<file path="src/rtl/battleship_pkg.sv">
// Shared types and constants for the battleship turn sequencer:
// FSM state encoding, board size, coordinate type and LFSR constants.
package battleship_pkg;

   typedef enum logic [2:0] {
      IDLE   = 3'd0,
      PLACE  = 3'd1,
      P_TURN = 3'd2,
      P_SHOT = 3'd3,
      E_WAIT = 3'd4,
      E_SHOT = 3'd5,
      WIN    = 3'd6,
      LOSE   = 3'd7
   } state_t;

   localparam int BOARD_N = 5;

   typedef logic [2:0] coord_t;

   // Galois LFSR for x^8+x^6+x^5+x^4+1, right-shifting form
   localparam logic [7:0] LFSR_SEED = 8'h5A;
   localparam logic [7:0] LFSR_TAPS = 8'hB8;

endpackage

</file>
<file path="src/rtl/lfsr8.sv">
// Free-running 8-bit Galois LFSR used as the enemy's coordinate source.
// Advances every clock; reset reloads the seed.
module lfsr8
   import battleship_pkg::*;
(
   input  logic       clk,
   input  logic       reset,
   output logic [7:0] q
);

   // shift right, fold the taps in whenever a one falls off the bottom
   always_ff @(posedge clk or negedge reset) begin
      if (!reset) begin
         q <= LFSR_SEED;
      end else begin
         q <= {1'b0, q[7:1]} ^ (q[0] ? LFSR_TAPS : 8'h00);
      end
   end

endmodule

</file>
<file path="src/rtl/turn_sequencer.sv">
// Battleship turn sequencer: placement, player turn with optional
// timeout, player shot, enemy think delay, enemy shot and win/loss.
// Build option: define TURN_TIMEOUT_EN to enable the player turn timer;
// without it the player waits indefinitely and timer reads 0.
module turn_sequencer #(
   parameter int BOARD_N      = battleship_pkg::BOARD_N,
   parameter int TURN_SECS    = 10,
   parameter int E_DELAY_SECS = 1
) (
   input  logic                   clk,
   input  logic                   reset,
   input  logic                   tick_1hz,
   input  logic                   place_done,
   input  logic                   confirm,
   input  battleship_pkg::coord_t cur_x,
   input  battleship_pkg::coord_t cur_y,
   input  logic [2:0]             p_ships_left,
   input  logic [2:0]             e_ships_left,
   input  logic                   shot_ack,
   input  logic                   shot_repeat,
   output logic                   shot_valid,
   output logic                   shot_to_enemy,
   output battleship_pkg::coord_t shot_x,
   output battleship_pkg::coord_t shot_y,
   output logic [2:0]             state,
   output logic [3:0]             timer,
   output logic                   game_over,
   output logic                   winner
);
   import battleship_pkg::*;

   localparam logic [3:0] BOARD_LIM = 4'(BOARD_N);
   localparam logic [3:0] TURN_LOAD = 4'(TURN_SECS);
   localparam logic [7:0] E_DELAY   = 8'(E_DELAY_SECS);

   logic [7:0] lfsr_q;
   state_t     state_reg;
   logic [7:0] e_cnt_reg;
   logic       cursor_ok;
   logic       enemy_ok;
   logic       delay_done;

   lfsr8 u_lfsr (
      .clk   (clk),
      .reset (reset),
      .q     (lfsr_q)
   );

   assign cursor_ok  = ({1'b0, cur_x} < BOARD_LIM) && ({1'b0, cur_y} < BOARD_LIM);
   assign enemy_ok   = ({1'b0, lfsr_q[2:0]} < BOARD_LIM) && ({1'b0, lfsr_q[5:3]} < BOARD_LIM);
   assign delay_done = (e_cnt_reg >= E_DELAY);
   assign state      = state_reg;

`ifdef TURN_TIMEOUT_EN
   logic unused_bits;
   assign unused_bits = ^lfsr_q[7:6];
`else
   // no countdown hardware: the turn never expires
   logic unused_bits;
   assign unused_bits = ^{TURN_LOAD, lfsr_q[7:6]};
   assign timer       = 4'd0;
`endif

   // game FSM with registered shot request, timer and result outputs
   always_ff @(posedge clk or negedge reset) begin
      if (!reset) begin
         state_reg     <= IDLE;
         e_cnt_reg     <= 8'd0;
         shot_valid    <= 1'b0;
         shot_to_enemy <= 1'b0;
         shot_x        <= '0;
         shot_y        <= '0;
         game_over     <= 1'b0;
         winner        <= 1'b0;
`ifdef TURN_TIMEOUT_EN
         timer         <= 4'd0;
`endif
      end else begin
         case (state_reg)
            IDLE: state_reg <= PLACE;

            PLACE: begin
               if (place_done) begin
                  state_reg <= P_TURN;
`ifdef TURN_TIMEOUT_EN
                  timer     <= TURN_LOAD;
`endif
               end
            end

            P_TURN: begin
               // result checks outrank confirm and timeout
               if (e_ships_left == 3'd0) begin
                  state_reg <= WIN;
                  game_over <= 1'b1;
                  winner    <= 1'b1;
               end else if (p_ships_left == 3'd0) begin
                  state_reg <= LOSE;
                  game_over <= 1'b1;
                  winner    <= 1'b0;
               end else if (confirm && cursor_ok) begin
                  // confirm also beats an expiring tick in the same cycle
                  state_reg     <= P_SHOT;
                  shot_valid    <= 1'b1;
                  shot_to_enemy <= 1'b1;
                  shot_x        <= cur_x;
                  shot_y        <= cur_y;
               end
`ifdef TURN_TIMEOUT_EN
               else if (tick_1hz) begin
                  if (timer <= 4'd1) begin
                     timer     <= 4'd0;
                     state_reg <= E_WAIT;
                     e_cnt_reg <= 8'd0;
                  end else begin
                     timer <= timer - 4'd1;
                  end
               end
`endif
            end

            P_SHOT: begin
               if (shot_ack) begin
                  shot_valid <= 1'b0;
                  if (shot_repeat) begin
                     // same turn again, clock keeps its remaining time
                     state_reg <= P_TURN;
                  end else begin
                     state_reg <= E_WAIT;
                     e_cnt_reg <= 8'd0;
                  end
               end
            end

            E_WAIT: begin
               if (e_ships_left == 3'd0) begin
                  state_reg <= WIN;
                  game_over <= 1'b1;
                  winner    <= 1'b1;
               end else if (p_ships_left == 3'd0) begin
                  state_reg <= LOSE;
                  game_over <= 1'b1;
                  winner    <= 1'b0;
               end else if (!delay_done) begin
                  if (tick_1hz) begin
                     e_cnt_reg <= e_cnt_reg + 8'd1;
                  end
               end else if (enemy_ok) begin
                  // otherwise retry next cycle with the next LFSR value
                  state_reg     <= E_SHOT;
                  shot_valid    <= 1'b1;
                  shot_to_enemy <= 1'b0;
                  shot_x        <= lfsr_q[2:0];
                  shot_y        <= lfsr_q[5:3];
               end
            end

            E_SHOT: begin
               if (shot_ack) begin
                  shot_valid <= 1'b0;
                  if (shot_repeat) begin
                     // think delay already served: pick again right away
                     state_reg <= E_WAIT;
                     e_cnt_reg <= E_DELAY;
                  end else begin
                     state_reg <= P_TURN;
`ifdef TURN_TIMEOUT_EN
                     timer     <= TURN_LOAD;
`endif
                  end
               end
            end

            WIN, LOSE: state_reg <= state_reg;

            default: state_reg <= IDLE;
         endcase
      end
   end

endmodule

</file>
<file path="config.mk">
export PLATFORM = sky130hd
export DESIGN_NAME = turn_sequencer
export DESIGN_NICKNAME = d
export VERILOG_FILES = /design/src/rtl/battleship_pkg.sv /design/src/rtl/lfsr8.sv /design/src/rtl/turn_sequencer.sv
export SDC_FILE = /design/constraint.sdc
export NUM_CORES = 1
export LEC_CHECK = 0
export CAP_MARGIN = 10
export CORE_MARGIN = 2
export CORE_UTILIZATION = 54
export DETAILED_ROUTE_END_ITERATION = 8
export PLACE_DENSITY = 0.84
export SLEW_MARGIN = 20
export SYNTH_ARGS = -nofsm -noshare
export SYNTH_HDL_FRONTEND = slang
export SYNTH_HIERARCHICAL = 1
export SYNTH_SLANG_ARGS = --single-unit
</file>
<file path="constraint.sdc">
create_clock -name clk -period 5 [get_ports clk]
set_input_delay 1 -clock clk [delete_from_list [all_inputs] [get_ports clk]]
set_output_delay 1 -clock clk [all_outputs]
set_load 0.02 [all_outputs]
</file>
After elaboration in Yosys (flattened, before gate mapping)
Index checks and enable logic that the tools add are counted.
{"block": "classes", "eq_ne": 25, "n_reduce_logical": 18, "add_sub_neg": 1, "order_cmp": 5, "mux": 57, "n_bitwise": 2}
{"cell": "$mux 3", "n": 26}
{"cell": "$mux 8", "n": 9}
{"cell": "$ne 2x2->1 const B", "n": 14}
{"cell": "$pmux 8 s3", "n": 1}
{"cell": "$pmux 3 s6", "n": 1}
{"cell": "$reduce_and 9->1", "n": 2}
{"cell": "$mux 1", "n": 16}
{"cell": "$eq 3x3->1 const B", "n": 4}
{"cell": "$lt 3x3->1 const B", "n": 4}
{"cell": "$ne 4x4->1 const B", "n": 3}
{"cell": "$pmux 3 s2", "n": 2}
{"cell": "$logic_not 3->1", "n": 3}
{"cell": "$add 8x1->8 const B", "n": 1}
{"cell": "$ge 8x1->1 const B", "n": 1}
{"cell": "$reduce_and 8->1", "n": 1}
{"cell": "$xor 7x8->8", "n": 1}
{"cell": "$reduce_and 7->1", "n": 1}
{"cell": "$eq 3x2->1 const B", "n": 2}
{"cell": "$reduce_bool 3->1", "n": 2}
{"cell": "$reduce_or 2->1", "n": 3}
{"cell": "$reduce_bool 2->1", "n": 2}
{"cell": "$eq 3x1->1 const B", "n": 1}
{"cell": "$logic_and 1x1->1", "n": 3}
{"cell": "$pmux 1 s3", "n": 1}
{"cell": "other kinds (4)", "n": 4}
{"block": "totals", "word_cells": 117, "output_inout_bits": 17, "inputBits": 19, "regBits": 29}

Logic depth before layout (Yosys ltp)
{"block": "logic_depth", "word_depth": 7, "depth_mapped": 8, "ltp_nobuf": 7}

Modules after synthesis
The synthesis kept the hierarchy.
{"module": "turn_sequencer", "seq_area_each_um2": 525.5, "area_each_um2": 1416.4, "n_inst": 1, "cells_each": 145}
{"module": "lfsr8", "seq_area_each_um2": 205.2, "area_each_um2": 231.5, "n_inst": 1, "cells_each": 11}

Least setup slack after synthesis
No wires, ideal clock.
{"block": "synth_timing", "kind": "in2reg", "start": "input port cur_y[1]", "end": "register shot_x[0]", "setup_ns": 0.125, "arrival_time_ns": 2.220, "setup_slack_ns": 2.655, "path_buffers": 0, "cell_stages": 5, "t_required_ns": 4.875, "path_cell_list": "o21ai_0 nand3_1 o31a_1 nor4_4 mux2_2"}
{"block": "synth_via", "elab_chain_len": 5}
{"item": "start: declaration", "line": "turn_sequencer.sv:16", "rtl": "input battleship_pkg::coord_t cur_y,"}
{"item": "$lt 3x3->1", "line": "turn_sequencer.sv:49", "rtl": "assign cursor_ok = ({1'b0, cur_x} < BOARD_LIM) && ({1'b0, cur_y} < BOARD_LIM);"}
{"item": "$logic_and 1x1->1", "line": "turn_sequencer.sv:49"}
{"item": "$logic_and 1x1->1", "line": "turn_sequencer.sv:101", "rtl": "end else if (confirm && cursor_ok) begin"}
{"item": "$ne 2x2->1 (no line)"}
{"item": "$reduce_and 8->1 (no line)"}
{"item": "end signal: assignment", "line": "turn_sequencer.sv:106", "rtl": "shot_x <= cur_x;"}
{"item": "end signal: assignment", "line": "turn_sequencer.sv:153", "rtl": "shot_x <= lfsr_q[2:0];"}
{"item": "end: declaration", "line": "turn_sequencer.sv:23", "rtl": "output battleship_pkg::coord_t shot_x,"}
No other way between the ends.
A chain may end at the register's enable or synchronous reset.

Final worst setup path
{"block": "layout_timing", "start": "register state_reg[2] (netlist: state[2])", "end": "output port state[2]"}
{"item": "start: declaration", "line": "turn_sequencer.sv:37", "rtl": "state_t state_reg;"}
{"item": "start signal: assignment", "line": "turn_sequencer.sv:174", "rtl": "WIN, LOSE: state_reg <= state_reg;"}
{"item": "end: declaration", "line": "turn_sequencer.sv:25", "rtl": "output logic [2:0] state,"}
No word-level cell between the ends.

==> flow_summary.json <==
{
  "synth_warnings": 6,
  "synth-main-ff-cell": "dfrtp_1",
  "diodes": 0,
  "vias": 1335,
  "cp_top_family": "buffers and inverters",
  "synthArstFlopShare_pct": 100,
  "grt_pass1_wl_mm": 6.20,
  "min_path_type": "flop to flop",
  "numClockSinks": 29,
  "fmax_mhz": 366,
  "synth_cell_types": 45,
  "clk_latency_ns": 0.33,
  "place_area_um2": 1970,
  "cp_slowest_stage_delay_ns": 0.71,
  "r2r_slack_ns": 2.77,
  "viasPerCell": 5.96,
  "final_cell_area_um2": 2020,
  "drive_above_1_share_pct": 18.3,
  "grt_pass1_vias": 1368,
  "numPortBuffers": 31,
  "cts_buffers": 5,
  "rsz0062_at_grt": "false",
  "status": "finished, final reports clean",
  "setup_viol": 0,
  "arrival_ns": 1.73,
  "netlist_instances": 156,
  "relSlewSlack_pct": 43.8,
  "fin_crit_ns": 2.73,
  "power_density_nw_per_um2": 511,
  "slew_viol_final": 0,
  "path_buf_inv": 1,
  "synth_edf_count": 0,
  "yosysSeqAreaShare_pct": 44.3,
  "ff_latch_area_um2": 731,
  "avgRoutedWirePerCell_um": 16.1,
  "grt-ovfl-total": 0,
  "rows": 20,
  "start_util_pct": 55.3,
  "synth_top_area_share_pct": 38.0,
  "grt_max_degree": 30,
  "drt_pass1_iterations": 4,
  "route.detailed.drc": 0,
  "grt_usage_pct": 24.0,
  "synthTopCellsByArea": "dfrtp_1, mux2_2, dfstp_2",
  "dp_hpwl_mm": 2.71,
  "ant_nets": 0,
  "syn_area_um2": 1650,
  "cts_hold_buffers": 0,
  "antenna_found_initial": 0,
  "critPathMaxFanout": 18,
  "cap_violations": 0,
  "ir_worst_vdd_uv": 347,
  "cts_setup_buffers": 0,
  "hold_viol_final": 0,
  "setup_tns_ns": 0,
  "nNetsFinal": 214,
  "clock_skew_ns": 0.00691,
  "htreeDepth": 2,
  "clock_tree.root_cell": "clkbuf_4",
  "max_slew.worst_pin.slew_ns": 0.830,
  "wl_mm": 3.60,
  "worst_path_max_delay_cell": "clkdlybuf4s50_1",
  "die-width_um": 59.2,
  "fp.dieH_um": 59.2,
  "worstSetupEndpointType": "output pin",
  "synth-seq-cells": 29,
  "core_area_um2": 2980,
  "drt_iter0_markers": 83,
  "area_growth_pct": 22.6,
  "clock_path_buffers": 2,
  "layout_common_cells": "clkdlybuf4s50_1, dfrtp_1, mux2_2, nor2_1, nand2_1",
  "cts_tree": "built",
  "layout_commonest_cell": "clkdlybuf4s50_1",
  "synth_area_per_cell_um2": 10.6,
  "path_cells": "clkdlybuf4s50_1",
  "nFillCells": 243,
  "multi_input_area_um2": 850,
  "dieArea_um2": 3510,
  "top_level_ports": 36,
  "finalCritPeriodShare_pct": 54.6,
  "crit_required_ns": 4.00,
  "path_clk_slew_ns": 0.09,
  "cts_resized": 0,
  "globalplace.congestion": 0.813,
  "leakage_uw": 0.000867,
  "setup.worst_path.start_class": "flop",
  "crit_type": "flop to output pin",
  "synth_top_cell_by_area": "dfrtp_1"
}
## metal layers
layer / vias up / global-route usage (%) / share of wire (%)
li1: 631 / - / -
met1: 645 / 29.9 / 41
met2: 52 / 38.0 / 50
met3: 7 / 7.21 / 6.4
met4: 0 / 11.7 / 2.1
met5: - / 0 / 0
## final cells by class
class,instances,share of cell area [%]
Tap cell,33,2.04
Inverter,8,1.49
Clock buffer,6,2.04
Multi-Input combinational cell,114,42.0
Sequential cell,29,36.2
Timing Repair Buffer,32,15.7
Clock inverter,2,0.495
## kinds of logic after synthesis
kind of cell | count (synthesis) | share of synthesized area, %
AO/OA/AOI/OAI | 36 | 16.9
XOR/XNOR | 4 | 2.13
adder cells (fa/ha/maj) | 5 | 3.80
buffers and inverters | 16 | 4.78
flip-flops | 29 | 44.3
multiplexers | 18 | 12.1
other | 1 | 0.228
AND/OR/NAND/NOR | 47 | 15.6
## final timing paths
path                                       start                       end  cells past startpoint
max reg2reg                 state[2]$_DFFE_PN0P_     shot_x[1]$_DFFE_PN0P_                      5
max in group asynchronous                  reset     u_lfsr/q[1]$_DFF_PN1_                      2
min in group asynchronous                  reset  e_cnt_reg[2]$_DFFE_PN0P_                      2
min reg2reg                u_lfsr/q[7]$_DFF_PN0_     u_lfsr/q[6]$_DFF_PN1_                      0
max                         state[2]$_DFFE_PN0P_                  state[2]                      1
min                        u_lfsr/q[7]$_DFF_PN0_     u_lfsr/q[6]$_DFF_PN1_                      0
## stage by stage
stage / power [µW] / std cells / worst slack [ns] / hold slack (ns) / utilization (%)
6_report: 1030 / 224 / 2.27 / 0.366 / 67.9
3_3_place_gp: 879 / 216 / 2.03 / 0.336 / 66.1
5_1_grt: 1110 / 224 / 2.12 / 0.385 / 67.9
2_1_floorplan: 723 / 159 / 2.66 / 0.333 / -
3_5_place_dp: 899 / 216 / 1.96 / 0.354 / 66.1
4_1_cts: 1040 / 224 / 2.26 / 0.370 / 67.9
## cell usage after synthesis, types with 4 or more instances
master,instances
buf_4,4
nor3_1,4
dfstp_2,4
nand2_1,11
mux2_2,16
a31oi_1,4
ha_1,5
nor2_1,12
dfrtp_1,25
inv_1,8
o21ai_0,10
## power breakdown
part	leakage (µW)	switching, µW	internal, µW
clock	0.0000320	82.4	53.4
combinational	0.000477	269	267
sequential	0.000359	75.0	286
total	0.000867	427	606
Power figures use the tool's default switching activity.
